### src/rtl/axis_loopback_fifo.sv
// axis_loopback_fifo: AXI4-Stream loopback buffer, MM2S sink replayed on S2MM.
//   DEPTH-entry first-word-fall-through FIFO of {tlast, tkeep, tdata}; data is
//   visible on S2MM the cycle after it is pushed. Latency: one edge.
// Backpressure: m_axis_mm2s_tready is registered and drops while the FIFO is
//   full; S2MM holds valid/data stable until s_axis_s2mm_tready.
// Ports: axi_aclk/axi_reset (async, active high); m_axis_mm2s_* stream in;
//   s_axis_s2mm_* stream out; fill_level, pkt_count, keep_err status.
// Build option AXIS_LOOPBACK_PKT_MODE_EN: store-and-forward (whole packets
//   only, with a cut-through escape for packets longer than DEPTH).
module axis_loopback_fifo #(
  parameter  int DATA_WIDTH = 32,
  parameter  int DEPTH      = 16,
  localparam int KEEP_WIDTH = DATA_WIDTH / 8,
  localparam int CW         = $clog2(DEPTH + 1)
) (
  input  logic                  axi_aclk,
  input  logic                  axi_reset,
  input  logic [DATA_WIDTH-1:0] m_axis_mm2s_tdata,
  input  logic [KEEP_WIDTH-1:0] m_axis_mm2s_tkeep,
  input  logic                  m_axis_mm2s_tvalid,
  input  logic                  m_axis_mm2s_tlast,
  output logic                  m_axis_mm2s_tready,
  output logic [DATA_WIDTH-1:0] s_axis_s2mm_tdata,
  output logic [KEEP_WIDTH-1:0] s_axis_s2mm_tkeep,
  output logic                  s_axis_s2mm_tvalid,
  output logic                  s_axis_s2mm_tlast,
  input  logic                  s_axis_s2mm_tready,
  output logic [CW-1:0]         fill_level,
  output logic [CW-1:0]         pkt_count,
  output logic                  keep_err
);

  localparam int AW = $clog2(DEPTH);
  localparam int MW = DATA_WIDTH + KEEP_WIDTH + 1;

  logic [MW-1:0]         mem_q [DEPTH];
  logic [AW-1:0]         wr_ptr_q, rd_ptr_q;
  logic [CW-1:0]         fill_q, fill_d;
  logic [CW-1:0]         pkt_q, pkt_d;
  logic                  tready_q;
  logic                  keep_err_q;
  logic                  push, pop, push_last, pop_last;
  logic                  s_vld;
  logic [MW-1:0]         rd_word;

  assign push      = m_axis_mm2s_tvalid & tready_q;
  assign pop       = s_vld & s_axis_s2mm_tready;
  assign rd_word   = mem_q[rd_ptr_q];
  assign push_last = push & m_axis_mm2s_tlast;
  assign pop_last  = pop & rd_word[MW-1];

  always_comb begin
    fill_d = fill_q;
    case ({push, pop})
      2'b10:   fill_d = fill_q + CW'(1);
      2'b01:   fill_d = fill_q - CW'(1);
      default: fill_d = fill_q;
    endcase
  end

  always_comb begin
    pkt_d = pkt_q;
    case ({push_last, pop_last})
      2'b10:   pkt_d = pkt_q + CW'(1);
      2'b01:   pkt_d = pkt_q - CW'(1);
      default: pkt_d = pkt_q;
    endcase
  end

  // Storage is reset so every S2MM output reads 0 while the FIFO is empty
  // after reset, and a mid-packet reset leaves no stale beat behind.
  always_ff @(posedge axi_aclk or posedge axi_reset) begin
    if (axi_reset) begin
      for (int i = 0; i < DEPTH; i++) mem_q[i] <= '0;
    end else if (push) begin
      mem_q[wr_ptr_q] <= {m_axis_mm2s_tlast, m_axis_mm2s_tkeep, m_axis_mm2s_tdata};
    end
  end

  always_ff @(posedge axi_aclk or posedge axi_reset) begin
    if (axi_reset) begin
      wr_ptr_q   <= '0;
      rd_ptr_q   <= '0;
      fill_q     <= '0;
      pkt_q      <= '0;
      tready_q   <= 1'b0;
      keep_err_q <= 1'b0;
    end else begin
      if (push) wr_ptr_q <= wr_ptr_q + AW'(1);
      if (pop)  rd_ptr_q <= rd_ptr_q + AW'(1);
      fill_q <= fill_d;
      pkt_q  <= pkt_d;
      // Looking at next-state fill keeps tready low for exactly the cycles
      // the FIFO holds DEPTH beats, so a push can never overrun it.
      tready_q <= (fill_d != CW'(DEPTH));
      if (push && !m_axis_mm2s_tlast && (m_axis_mm2s_tkeep != {KEEP_WIDTH{1'b1}}))
        keep_err_q <= 1'b1;
    end
  end

`ifdef AXIS_LOOPBACK_PKT_MODE_EN
  // NORMAL releases only whole packets. A packet that fills the FIFO without
  // a tlast can never complete in place, so OVERSIZE drains it cut-through
  // until its tlast leaves.
  typedef enum logic {NORMAL = 1'b0, OVERSIZE = 1'b1} state_e;
  state_e state_q, state_d;

  always_ff @(posedge axi_aclk or posedge axi_reset) begin
    if (axi_reset) state_q <= NORMAL;
    else           state_q <= state_d;
  end

  always_comb begin
    state_d = state_q;
    case (state_q)
      NORMAL:   if (fill_q == CW'(DEPTH) && pkt_q == '0) state_d = OVERSIZE;
      OVERSIZE: if (pop_last) state_d = NORMAL;
      default:  state_d = NORMAL;
    endcase
  end

  always_comb begin
    s_vld = 1'b0;
    case (state_q)
      NORMAL:   s_vld = (pkt_q != '0);
      OVERSIZE: s_vld = (fill_q != '0);
      default:  s_vld = 1'b0;
    endcase
  end
`else
  assign s_vld = (fill_q != '0);
`endif

  assign m_axis_mm2s_tready = tready_q;
  assign s_axis_s2mm_tvalid = s_vld;
  assign s_axis_s2mm_tdata  = rd_word[DATA_WIDTH-1:0];
  assign s_axis_s2mm_tkeep  = rd_word[DATA_WIDTH +: KEEP_WIDTH];
  assign s_axis_s2mm_tlast  = rd_word[MW-1];
  assign fill_level         = fill_q;
  assign pkt_count          = pkt_q;
  assign keep_err           = keep_err_q;

endmodule

### config.mk
export PLATFORM = sky130hd
export DESIGN_NAME = axis_loopback_fifo
export DESIGN_NICKNAME = d
export VERILOG_FILES = /design/src/rtl/axis_loopback_fifo.sv
export SDC_FILE = /design/constraint.sdc
export NUM_CORES = 1
export LEC_CHECK = 0
export CAP_MARGIN = 5
export CELL_PAD_IN_SITES_DETAIL_PLACEMENT = 1
export CELL_PAD_IN_SITES_GLOBAL_PLACEMENT = 2
export CORE_MARGIN = 2
export CORE_UTILIZATION = 42
export DETAILED_ROUTE_END_ITERATION = 6
export GPL_ROUTABILITY_DRIVEN = 0
export PLACE_DENSITY = 0.71
export SLEW_MARGIN = 5
export SYNTH_ARGS = -nofsm -noshare
export SYNTH_HDL_FRONTEND = slang
export SYNTH_SLANG_ARGS = --single-unit
### constraint.sdc
create_clock -name axi_aclk -period 33.2 [get_ports axi_aclk]
set_input_delay 6.64 -clock axi_aclk [delete_from_list [all_inputs] [get_ports axi_aclk]]
set_output_delay 6.64 -clock axi_aclk [all_outputs]
set_load 0.01 [all_outputs]
==> results of run 1 <==
-- synthesized netlist by cell type (2+ instances only) --
| cell | n | share of area (%) |
|---|---|---|
| nand4_1 | 4 | 0.090 |
| fa_1 | 2 | 0.14 |
| mux2_1 | 67 | 2.7 |
| o311ai_0 | 2 | 0.063 |
| dfrtp_1 | 612 | 55 |
| nand3_4 | 4 | 0.25 |
| buf_2 | 32 | 0.58 |
| a211oi_1 | 2 | 0.054 |
| mux2_2 | 529 | 21 |
| nor2_8 | 4 | 0.29 |
| inv_1 | 8 | 0.11 |
| a22oi_1 | 72 | 1.9 |
| ha_1 | 13 | 0.58 |
| xnor2_1 | 10 | 0.31 |
| nor3_1 | 3 | 0.054 |
| nand2b_1 | 3 | 0.067 |
| a21o_1 | 3 | 0.081 |
| xor2_1 | 2 | 0.063 |
| nor2_1 | 4 | 0.054 |
| buf_4 | 31 | 0.84 |
| nor2b_1 | 3 | 0.067 |
| buf_6 | 20 | 0.81 |
| a21oi_1 | 6 | 0.11 |
| nand2_2 | 5 | 0.11 |
| nor3b_1 | 3 | 0.081 |
| o21ai_0 | 7 | 0.13 |
| clkbuf_1 | 57 | 0.77 |
| nor2_4 | 9 | 0.36 |
| nand2_1 | 46 | 0.62 |
| mux4_2 | 148 | 12 |
-- logic make-up (layout without fill, tap and decap cells) --
group | count (synthesis) | count (layout) | synth area share [%]
fa+ha+maj | 15 | 15 | 0.728
buf+inv | 149 | 248 | 3.11
flops | 612 | 612 | 55.0
xor+xnor | 12 | 12 | 0.377
mux | 745 | 745 | 36.1
simple gates | 95 | 95 | 2.23
compound gates | 95 | 95 | 2.47
-- registers in the layout, summed over array words and instances, names as in the netlist --
register and flops:
rd_ptr_q 4, pkt_count 5, fill_level 5, keep_err 1, mem_q 592, wr_ptr_q 4
m_axis_mm2s_tready 1
-- cell type report --
cell class	instances	area, µm²
clock buffers	109	2160
clock inverters	16	188
fillers	6166	34200
inverters	8	37.5
multi-input cells	962	11700
flip-flops and latches	612	15300
well taps	864	1080
repair buffers	115	1090
-- worst paths after layout --
path / endpoint / slack [ps] / cells after the start
worst max-delay path: s_axis_s2mm_tdata[19] / 21830 / 6
min in group asynchronous: fill_level[3] / 6530 / 2
max in group asynchronous: mem_q[202] / 22150 / 6
worst max register to register: pkt_count[4] / 29600 / 9
worst min register to register: keep_err / 450 / 1
worst min-delay path: keep_err / 450 / 1
-- per-layer routing --
layer	up-vias	GRT usage (%)	wire length, µm
li1	6534	-	-
met1	8460	28.8	31000
met2	238	36.2	35100
met3	102	3.64	2430
met4	0	5.41	1570
met5	-	0	0
-- stage by stage --
| stage | hold slack [ps] | instance area [µm²] | setup WS, ps |
|---|---|---|---|
| finish | 455 | 31600 | 21830 |
| global route | 480 | 31600 | 21420 |
| CTS | 465 | 31600 | 21690 |
| detailed placement | 452 | 29200 | 21330 |
| global placement | 439 | 29200 | 21480 |
| floorplan | 452 | 27900 | 9420 |
-- worst max-delay path, cell delays in order (launching register included) --
cell and delay [ps]:
dfrtp_4 910, buf_4 700, buf_4 870, mux4_2 600
a22oi_1 350, nand2_1 90, clkdlybuf4s50_1 490
-- report_power, final --
part | switching (W) | internal (W)
clock network | 0.000311 | 0.000473
registers | 0.000222 | 0.00111
logic | 0.000539 | 0.000755
==> impl_results.md, run 1 <==
* Status: finished, final reports clean
* First-pass GRT wire length at 110 mm
* Initial cell density of the core at 42.4%
* Cell Area, Synth at 27900 µm²
* Global route total overflow at 0
* Number of synthesized register bits at 612
* CP Class: flop to output pin
* PwrDens at 108 nW/µm²
* Placed Cells at 2561
* Fin crit share at 34.2%
* R2R Path Start: rd_ptr_q[2]
* Core Box Area at 65700 µm²
* Arrival time worst endpoint at 4730 ps
* WP data required at 26560 ps
* # H-tree levels at 3
* Worst Setup SP: rd_ptr_q[0]
* Setup tns final at 0 ps
* Top FF cell, synth: dfrtp_1
* Final setup violation count at 0
* Final instance count without filler cells at 2686
* Worst slew pin tran at 1110 ps
* Port bufs at 90
* Die width at 262 µm
* Synthesized netlist net count at 1779
* Commonest non-fill, non-tap cells in the layout: 610 x dfrtp_1, 529 x mux2_2, 148 x mux4_2
* Antenna Cells at 0
* Clk buf depth at 3
* Part of the Yosys area used for sequential elements at 55.0%
* Hpwl dp at 36.7 mm
* Tmin final at 11370 ps
* CTS Hold Bufs at 0
* Fmax at 87.9 MHz
* Routed vias at 15300
* Post_cts resized at 0
* Clock sinks at 612
* Worst-path fanout max at 49
* Clock-pin slew of the registers on the worst-case setup and hold paths at 60 ps
* Area Overhead vs Synth at 13.4%
* Layout cells sized above 1 at 46.1%
* Final Hold Fails at 0
* Worst-skew pair later-pin latency at 600 ps
* Final core occ at 48.0%
* HP Class: flop to flop
* Yosys warns at 0
* Syn_area_per_cell at 16.2 µm²
* Die area at 68400 µm²
* Via density at 5.71
* Fin. max-slew vios at 0
* Clk root buf: clkbuf_16
* DRC violations left at 0
* Critical hold path startpoint: keep_err
* Setup Fix Bufs, Post-CTS at 0
* RSZ-0062 raised after global routing: false
* Post-synth ARST share at 100%
* TritonCTS buffer count at 70
* Gr usage total at 21.4%
* CTS tree: yes
* Initial antenna violation count at 0
* Post-Synthesis Cells at 1723
* Library cells used by synthesis at 42
* Nets@finish at 1825
* Total power at 0.00341 W
* DR WL/cell at 26.1 µm
* Vias in the first global route at 17500
* Slew headroom at 25.7%
* Worst setup SP type: flop
* EDFF count, synth at 0
* Maximum number of pins on one net before global-route repair at 112
* Worst setup EP type: output pin
* Antenna-violating nets left at 0
* Initial DRC Count at 709
* Pre-antenna DRT Iters at 4
* Num rows at 94
* Lkg Pwr at 13.4 nW
* Final Skew at 18.8 ps
* Peak VDD IR at 0.0480 mV
* Die height at 262 µm
* Max cap viols at 0
* Most common cell after layout, fill and taps aside: dfrtp_1
* Total Wirelength at 70.0 mm
* Io pins at 91
Note: power is estimated with default switching activity, not from simulation.
==> run 2, diff against run 1 <==
- clock period: 33.2 -> 10.5 ns (I/O delays scaled with it)
==> run 2 against run 1 <==
- register-to-register slack lost 23000 ps
- global-route usage shrank 0.61 points
- design area is essentially flat
- routed wire length shrank 2.4%
- critical path depth is the same
- clock skew grew 6.3 ps
- sequential power grew to 3.1 times the previous value
- sequential share of layout area is essentially flat
- clock power grew to 3.2 times the previous value
- non-clock buffer count shrank 1
- via count shrank 0.34%
- setup slack lost 18000 ps
- critical path type unchanged
- critical endpoint is now s_axis_s2mm_tdata[20]
- largest power group unchanged
==> impl_results.md, run 2 (synthesized netlist as in run 1, its figures left out) <==
* WHS at 465 ps
* Global route total overflow at 0
* Antenna Cells at 0
* Area Overhead vs Synth at 13.3%
* Total power at 0.0107 W
* Io pins at 91
* Die height at 262 µm
* Final Hold Fails at 0
* Critical Path End: s_axis_s2mm_tdata[20]
* Final WS setup at 4290 ps
* Gr usage total at 20.8%
* Initial antenna violation count at 1
* Worst setup EP type: output pin
* Initial DRC Count at 769
* Routed vias at 15300
* Clock-pin slew of the registers on the worst-case setup and hold paths at 50 ps
* Peak VDD IR at 0.136 mV
* DRC violations left at 0
* RSZ-0062 raised after global routing: false
* CP Class: flop to output pin
* Pre-CTS setup slack at 4840 ps
* Most common cell after layout, fill and taps aside: dfrtp_1
* Layout cells sized above 1 at 46.0%
* Final Skew at 25.1 ps
* WP data required at 8400 ps
* Clk buf depth at 3
* CTS Hold Bufs at 0
* Port bufs at 90
* CTS tree: yes
* Fmax at 161 MHz
* Antenna-violating nets left at 0
* R2R Path Start: rd_ptr_q[2]
* Nets@finish at 1826
* Final setup violation count at 0
* Maximum number of pins on one net before global-route repair at 187
* Worst-skew pair later-pin latency at 610 ps
* Clock sinks at 612
* Lkg Pwr at 13.4 nW
* Worst-path fanout max at 42
* Post_cts resized at 0
* HP Class: flop to flop
* Final core occ at 48.0%
* Num rows at 94
* Tmin final at 6210 ps
* Via density at 5.69
* Worst setup SP type: flop
* RR Endpoint: pkt_count[4]
* Initial cell density of the core at 42.4%
* First-pass GRT wire length at 107 mm
* Setup Fix Bufs, Post-CTS at 0
* Reg2reg setup slack at 7000 ps
* PwrDens at 340 nW/µm²
* Arrival time worst endpoint at 4110 ps
* Commonest non-fill, non-tap cells in the layout: 610 x dfrtp_1, 529 x mux2_2, 148 x mux4_2
* Die width at 262 µm
* Hpwl dp at 36.2 mm
* Top reg by flops: mem_q
* Worst slew pin tran at 1130 ps
* Vias in the first global route at 17300
* Fin crit share at 59.1%
* Worst Setup SP: rd_ptr_q[1]
* Slew headroom at 24.9%
* Pre-antenna DRT Iters at 4
* Fin. max-slew vios at 0
* Die area at 68400 µm²
* # H-tree levels at 3
* Status: finished, final reports clean
* R2R depth at 9
* Core Box Area at 65700 µm²
* Clk root buf: clkbuf_16
* Largest register FFs at 592
* Setup tns final at 0 ps
* TritonCTS buffer count at 72
* Max cap viols at 0
* DR WL/cell at 25.5 µm
* Total Wirelength at 68.4 mm
run 2: cell count changes in the layout (fill, tap and decap cells not counted), moves of 2 or more:
cell / before / now
buf_12: 0 / 2
bufinv_16: 3 / 5
clkbuf_8: 16 / 12
clkinv_2: 8 / 11
buf_4: 25 / 22
run 2: how the worst min path moves through the flow:
stage / start / to / slack, ps / cells past startpoint
after floorplan: mem_q[184] / mem_q[184] / 450 / 1
after global placement: keep_err / keep_err / 450 / 1
after detailed placement: keep_err / keep_err / 460 / 1
after CTS: keep_err / keep_err / 470 / 1
after global routing: keep_err / keep_err / 480 / 1
final: keep_err / keep_err / 460 / 1
run 2: stage by stage:
| step | instance area, µm² | std cells |
|---|---|---|
| 3_3_place_gp | 29200 | 2560 |
| 6_report | 31600 | 2684 |
| 5_1_grt | 31600 | 2684 |
| 4_1_cts | 31600 | 2684 |
| 3_5_place_dp | 29200 | 2560 |
| 2_1_floorplan | 27900 | 1723 |
run 2: critical path: stages (launching register included):
cell and delay, ps:
dfrtp_4 730, buf_4 570, buf_4 680, mux4_2 590, a22oi_1 290, nand2_1 90, clkdlybuf4s50_1 490
run 2: routing by layer:
layer	global-route usage, %	wire length [µm]	vias to the layer above
met5	0	12	-
met2	35.4	34200	173
met1	28.2	31200	8480
met3	3.12	1690	99
met4	4.77	1320	2
li1	-	-	6528
run 2: cell type report:
class / count / area [µm²]
flip-flops and latches: 612 / 15300
well taps: 864 / 1080
inverters: 8 / 33.8
clock inverters: 20 / 246
repair buffers: 114 / 1110
clock buffers: 104 / 2080
multi-input cells: 962 / 11700
fillers: 6182 / 34200
run 2: report_power, final:
group | total (W) | leakage (nW) | switching, W | internal (W)
clock | 0.00247 | 1.15 | 0.000977 | 0.00150
combinational | 0.00412 | 4.71 | 0.00173 | 0.00239
sequential | 0.00415 | 7.55 | 0.000652 | 0.00350
